[src/rtl/stage_sequencer_if.sv]
// Handshake bundle between the stage sequencer and the control signal generator.
// The master side drives the run/decode/memory status inputs; the slave side
// (the sequencer) drives stage, request and counter outputs.
interface stage_sequencer_if;
    logic        Run;
    logic        NOP_FLAG;
    logic        IFNR_FLAG;
    logic        Mem_Access;
    logic        Mem_Ready;
    logic [2:0]  Stage;
    logic        Mem_Request;
    logic        Stage_Done;
    logic        Fault;
    logic [31:0] Instruction_Count;
    logic [15:0] Stall_Count;

    modport master (
        output Run, NOP_FLAG, IFNR_FLAG, Mem_Access, Mem_Ready,
        input  Stage, Mem_Request, Stage_Done, Fault, Instruction_Count, Stall_Count
    );

    modport slave (
        input  Run, NOP_FLAG, IFNR_FLAG, Mem_Access, Mem_Ready,
        output Stage, Mem_Request, Stage_Done, Fault, Instruction_Count, Stall_Count
    );
endinterface

[src/rtl/stage_sequencer.sv]
// Multicycle stage sequencer for the five-stage processor.
//
// state     | meaning
// ----------+-----------------------------------------------------------
// IDLE  (0) | waiting for Run
// FETCH (1) | instruction fetch, request held until Mem_Ready or timeout
// DECODE(2) | one cycle; traps bad formats, retires NOPs early
// EXEC  (3) | one cycle
// MEM   (4) | one cycle, or a fetch-like request when Mem_Access is set
// WB    (5) | one cycle; retires the instruction
// FAULT (7) | sticky trap, only Reset leaves it
module stage_sequencer #(
    parameter int MEM_TIMEOUT = 15
) (
    input logic           Clock,
    input logic           Reset,
    stage_sequencer_if.slave bus
);
    typedef enum logic [2:0] {
        S_IDLE   = 3'd0,
        S_FETCH  = 3'd1,
        S_DECODE = 3'd2,
        S_EXEC   = 3'd3,
        S_MEM    = 3'd4,
        S_WB     = 3'd5,
        S_FAULT  = 3'd7
    } stage_t;

    localparam logic [7:0] TO_LAST = 8'(MEM_TIMEOUT - 1);

    stage_t      r_state;
    stage_t      w_next;
    logic [7:0]  r_wait;
    logic [31:0] r_icount;
    logic [15:0] r_stall;
    logic        w_stalled;
    logic        w_timeout;
    logic        w_retire;

    // A request cycle without Mem_Ready is a wait cycle; the last allowed one traps.
    assign w_stalled = bus.Mem_Request & ~bus.Mem_Ready;
    assign w_timeout = w_stalled && (r_wait == TO_LAST);
    assign w_retire  = (r_state == S_WB) ||
                       ((r_state == S_DECODE) && !bus.IFNR_FLAG && bus.NOP_FLAG);

    // State register.
    always_ff @(posedge Clock or posedge Reset) begin
        if (Reset) r_state <= S_IDLE;
        else       r_state <= w_next;
    end

    // Next-state selection.
    always_comb begin
        w_next = r_state;
        case (r_state)
            S_IDLE:   if (bus.Run) w_next = S_FETCH;
            S_FETCH: begin
                if (bus.Mem_Ready)   w_next = S_DECODE;
                else if (w_timeout)  w_next = S_FAULT;
            end
            S_DECODE: begin
                if (bus.IFNR_FLAG)      w_next = S_FAULT;
                else if (bus.NOP_FLAG)  w_next = bus.Run ? S_FETCH : S_IDLE;
                else                    w_next = S_EXEC;
            end
            S_EXEC:   w_next = S_MEM;
            S_MEM: begin
                if (!bus.Mem_Access || bus.Mem_Ready) w_next = S_WB;
                else if (w_timeout)                   w_next = S_FAULT;
            end
            S_WB:     w_next = bus.Run ? S_FETCH : S_IDLE;
            S_FAULT:  w_next = S_FAULT;
            default:  w_next = S_FAULT;
        endcase
    end

    // Request and stage-done decode from the registered state.
    always_comb begin
        bus.Mem_Request = 1'b0;
        bus.Stage_Done  = 1'b0;
        case (r_state)
            S_IDLE:   bus.Stage_Done = bus.Run & ~Reset;
            S_FETCH: begin
                bus.Mem_Request = 1'b1;
                bus.Stage_Done  = bus.Mem_Ready;
            end
            S_DECODE, S_EXEC, S_WB: bus.Stage_Done = 1'b1;
            S_MEM: begin
                bus.Mem_Request = bus.Mem_Access;
                bus.Stage_Done  = ~bus.Mem_Access | bus.Mem_Ready;
            end
            default: begin
                bus.Mem_Request = 1'b0;
                bus.Stage_Done  = 1'b0;
            end
        endcase
    end

    // Per-stage wait counter, restarted whenever a new stage is entered.
    always_ff @(posedge Clock or posedge Reset) begin
        if (Reset)                  r_wait <= 8'd0;
        else if (w_next != r_state) r_wait <= 8'd0;
        else if (w_stalled)         r_wait <= r_wait + 8'd1;
    end

    // Retired-instruction counter, free-running modulo 2^32.
    always_ff @(posedge Clock or posedge Reset) begin
        if (Reset)         r_icount <= 32'd0;
        else if (w_retire) r_icount <= r_icount + 32'd1;
    end

    // Total stall counter, saturating.
    always_ff @(posedge Clock or posedge Reset) begin
        if (Reset)                               r_stall <= 16'd0;
        else if (w_stalled && r_stall != 16'hFFFF) r_stall <= r_stall + 16'd1;
    end

    assign bus.Stage             = r_state;
    assign bus.Fault             = (r_state == S_FAULT);
    assign bus.Instruction_Count = r_icount;
    assign bus.Stall_Count       = r_stall;
endmodule

[src/flat_wrapper.sv]
// flat-port wrapper written by rule: the top's interface ports become plain ports
module stage_sequencer_flat 
#(
    parameter int MEM_TIMEOUT = 15
)
  (Clock, Reset, bus_Run, bus_NOP_FLAG, bus_IFNR_FLAG, bus_Mem_Access, bus_Mem_Ready, bus_Stage, bus_Mem_Request, bus_Stage_Done, bus_Fault, bus_Instruction_Count, bus_Stall_Count);
  stage_sequencer_if bus_i ();
  input logic Clock;
  input logic Reset;
  input wire logic [$bits(bus_i.Run)-1:0] bus_Run;
  input wire logic [$bits(bus_i.NOP_FLAG)-1:0] bus_NOP_FLAG;
  input wire logic [$bits(bus_i.IFNR_FLAG)-1:0] bus_IFNR_FLAG;
  input wire logic [$bits(bus_i.Mem_Access)-1:0] bus_Mem_Access;
  input wire logic [$bits(bus_i.Mem_Ready)-1:0] bus_Mem_Ready;
  output wire logic [$bits(bus_i.Stage)-1:0] bus_Stage;
  output wire logic [$bits(bus_i.Mem_Request)-1:0] bus_Mem_Request;
  output wire logic [$bits(bus_i.Stage_Done)-1:0] bus_Stage_Done;
  output wire logic [$bits(bus_i.Fault)-1:0] bus_Fault;
  output wire logic [$bits(bus_i.Instruction_Count)-1:0] bus_Instruction_Count;
  output wire logic [$bits(bus_i.Stall_Count)-1:0] bus_Stall_Count;
  assign bus_i.Run = bus_Run;
  assign bus_i.NOP_FLAG = bus_NOP_FLAG;
  assign bus_i.IFNR_FLAG = bus_IFNR_FLAG;
  assign bus_i.Mem_Access = bus_Mem_Access;
  assign bus_i.Mem_Ready = bus_Mem_Ready;
  assign bus_Stage = bus_i.Stage;
  assign bus_Mem_Request = bus_i.Mem_Request;
  assign bus_Stage_Done = bus_i.Stage_Done;
  assign bus_Fault = bus_i.Fault;
  assign bus_Instruction_Count = bus_i.Instruction_Count;
  assign bus_Stall_Count = bus_i.Stall_Count;
  stage_sequencer #(.MEM_TIMEOUT(MEM_TIMEOUT)) u_core (.Clock(Clock), .Reset(Reset), .bus(bus_i));
endmodule
[config.mk]
export PLATFORM = sky130hd
export DESIGN_NAME = stage_sequencer_flat
export DESIGN_NICKNAME = d
export VERILOG_FILES = /design/src/rtl/stage_sequencer_if.sv /design/src/rtl/stage_sequencer.sv /design/src/flat_wrapper.sv
export SDC_FILE = /design/constraint.sdc
export NUM_CORES = 1
export LEC_CHECK = 0
export ABC_CLOCK_PERIOD_IN_PS = 2000
export CAP_MARGIN = 20
export CORE_UTILIZATION = 46
export DETAILED_ROUTE_END_ITERATION = 12
export PLACE_DENSITY = 0.81
export SLEW_MARGIN = 20
export SYNTH_ARGS = -nofsm -noshare
export SYNTH_HDL_FRONTEND = slang
export SYNTH_SLANG_ARGS = --single-unit
[constraint.sdc]
create_clock -name Clock -period 2 [get_ports Clock]
set_clock_uncertainty 0.1 [all_clocks]
set_input_delay 0.2 -clock Clock [delete_from_list [all_inputs] [get_ports Clock]]
set_output_delay 0.2 -clock Clock [all_outputs]
set_load 0.005 [all_outputs]
==> results.txt <==
H-tree Lvls = 3
Gate power share = 0.394
CTS max path bufs = 2
Power Dens Cells = 983.8 mW/mm²
Fin nets = 392
Area post-placement = 0.003886 mm²
Synth area leaders = dfrtp_1 50%, xnor2_1 10%, xor2_1 5.4%
RSZ-0062 raised after global routing = yes
Share of cells above drive strength 1 = 0.2000
Cell Area, Synth = 0.002935 mm²
Layout Utilization = 0.6985
Pwr Total = 4.141 mW
Core area = 0.006026 mm²
Switch Pwr = 1.358 mW
Setup CP Type = flip-flop to flip-flop
Maximum vdd ir drop = 0.0007469 V
Synthesized instance count = 273
Setup crit start kind = flip-flop
Most instantiated cells after synthesis = 59 x dfrtp_1, 35 x xnor2_1, 23 x nand4_1, 22 x nor2_1, 19 x nand3_1
Final Hold Fails = 0
Synth Warn # = 0
Failing checks = setup timing
DR vias/cell = 5.402
Via Count = 2485
Synth Register Bits = 59
Slew HR = 0.4993
Chip width = 81.88 µm
Vias in the first global route = 2453
Number of port buffers = 60
Main synth FF type = dfrtp_1
CTS tree = yes
Leak Pwr = 1.878 nW
Gr ovfl total = 0
Worst Path Required = 2.10 ns
Share of the yosys chip area belonging to registers = 0.5030
FP Rows = 28
CP Capture Type = flip-flop
# hold bufs at CTS = 0
Max-cap check violation count = 0
Setup violators final = 8
P_int = 2.783 mW
Clk_lat worst skew = 0.32 ns
Diode count = 0
Sequential cell area = 0.001478 mm²
Routability cong. = 0.8334
Sw Share = 0.3279
Final HPWL DP = 4.670 mm
Antenna-violating nets left = 0
Initial DRC count = 104
Count leader, synth = dfrtp_1
Initial antenna violation count = 0
All-Layer GR Usage = 0.2165
Synth area leader = dfrtp_1
Flop pwr share = 0.367
Max Transition Viols Final = 0
Wire per inst = 15.00 µm
Number of synthesized flops with an enable pin = 0
Library cells used by synthesis = 41
Min cycle time layout = 2.069 ns
Clock share of power = 0.239
Area of the multi-input gates = 0.001456 mm²
CTS Sinks = 59
Fillers = 465
Initial core utilization = 0.4871
Clk slew on worst S/H paths = 0.07 ns
Top cell type's share of synthesized area = 0.5030
Root Buffer = clkbuf_8
Routed wire length = 6.898 mm
Setup TNS = -0.4253 ns
WHS = 0.3706 ns
Crit-path max FO = 8
Synth Net Count = 284
Number of iterations in the first detailed-routing pass = 4
First-pass GRT wire length = 11.02 mm
Final period util = 1.035
Number of buffers created by CTS = 9
Critical path arrival = 2.17 ns
Hold Crit Class = primary input to asynchronous set/reset pin
Largest net degree at the start of global routing = 60
Final Cell Area = 0.004209 mm²
Worst Max-Slew Pin Slew = 0.7511 ns
Die area = 0.006704 mm²
Area Growth Syn to Fin = 43.39%
Fmax achieved = 483.3 MHz
Avg Cell Area, Syn = 10.75 µm²
Die Y = 81.88 µm
Setup ws final = -0.06911 ns
Fraction of registers with async set/reset = 1.000
Status = complete, but fails checks
Post-route DRC = 0
Top Ports = 61
## worst paths after layout
kind | end | cells past startpoint | slack, ns | startpoint
setup / recovery | u_core.r_wait[0] | 5 | -0.07 | u_core.r_wait[6]
hold / removal | u_core.bus.Stage[0] | 3 | 0.37 | Reset
setup reg to reg | u_core.r_wait[0] | 5 | -0.07 | u_core.r_wait[6]
hold reg to reg | u_core.bus.Stall_Count[15] | 1 | 0.40 | u_core.bus.Stall_Count[15]
max in group asynchronous | u_core.bus.Stage[1] | 3 | 0.88 | Reset
min in group Clock | u_core.bus.Stall_Count[15] | 1 | 0.40 | u_core.bus.Stall_Count[15]
## registers in the layout, indices dropped and copies added (netlist names)
| name | flops |
|---|---|
| u_core.r_wait | 8 |
| u_core.bus.Instruction_Count | 32 |
| u_core.bus.Stall_Count | 16 |
| u_core.bus.Stage | 3 |
## area by class of cell
type / count / share of cell area
sequential: 59 / 0.3511
multi-input combinational: 199 / 0.3460
timing repair buffer: 105 / 0.2307
clock buffer: 14 / 0.04102
tap: 75 / 0.02229
inverter: 7 / 0.007134
clock inverter: 1 / 0.001784
## per-stage QoR
| step | instances | setup WS, ns |
|---|---|---|
| CTS | 456 | -0.09315 |
| global route | 460 | -0.1630 |
| detailed placement | 435 | -0.2897 |
| finish | 460 | -0.06911 |
| global placement | 435 | -0.2427 |
| floorplan | 273 | -0.08420 |
## timing repair
action	4_1_cts	5_1_grt
endpoints found under the setup margin	11	36
pin swaps	5	4
setup buffers	6	4
resized for setup	7	11
## metal layers
layer  vias up  share of wire  track usage
li1       1185              -            -
met3        13          0.044      0.04889
met2        66           0.49       0.3628
met5         -              0            0
met4         0          0.019      0.08596
met1      1221           0.44       0.2694
## kinds of logic after synthesis
group | synth area share
adders and majority gates | 0.01705
xor gates and xnor gates | 0.1581
and+or+nand+nor | 0.2161
buffers and inverters | 0.02089
DFF | 0.5030
AOI/OAI and AO/OA | 0.07716
muxes | 0.007672
## critical path, stage by stage (launching register included)
cell	delay [ns]
dfrtp_1	0.38
or4b_4	0.56
a2111oi_4	0.37
a211oi_2	0.14
o221ai_4	0.30
nor2_1	0.10
## cells in the final DEF, fill, tap and decap left out, types with 12 or more instances in the layout
| master | n |
|---|---|
| and3_1 | 14 |
| buf_4 | 41 |
| clkbuf_8 | 12 |
| clkdlybuf4s50_1 | 57 |
| dfrtp_1 | 58 |
| nand2_1 | 16 |
| nand3_1 | 18 |
| nand4_1 | 23 |
| nor2_1 | 22 |
| xnor2_1 | 34 |
| xor2_1 | 18 |
## power groups by stage
stage / Combinational [mW] / Sequential [mW] / Clock (mW)
6_report: 1.63 / 1.52 / 0.989
5_1_grt: 1.78 / 1.54 / 1.06
4_1_cts: 1.51 / 1.51 / 1.00
3_5_place_dp: 1.40 / 1.55 / 0
3_3_place_gp: 1.35 / 1.54 / 0
2_1_floorplan: 0.693 / 1.54 / 0
Note: power is estimated with default switching activity, not from simulation.
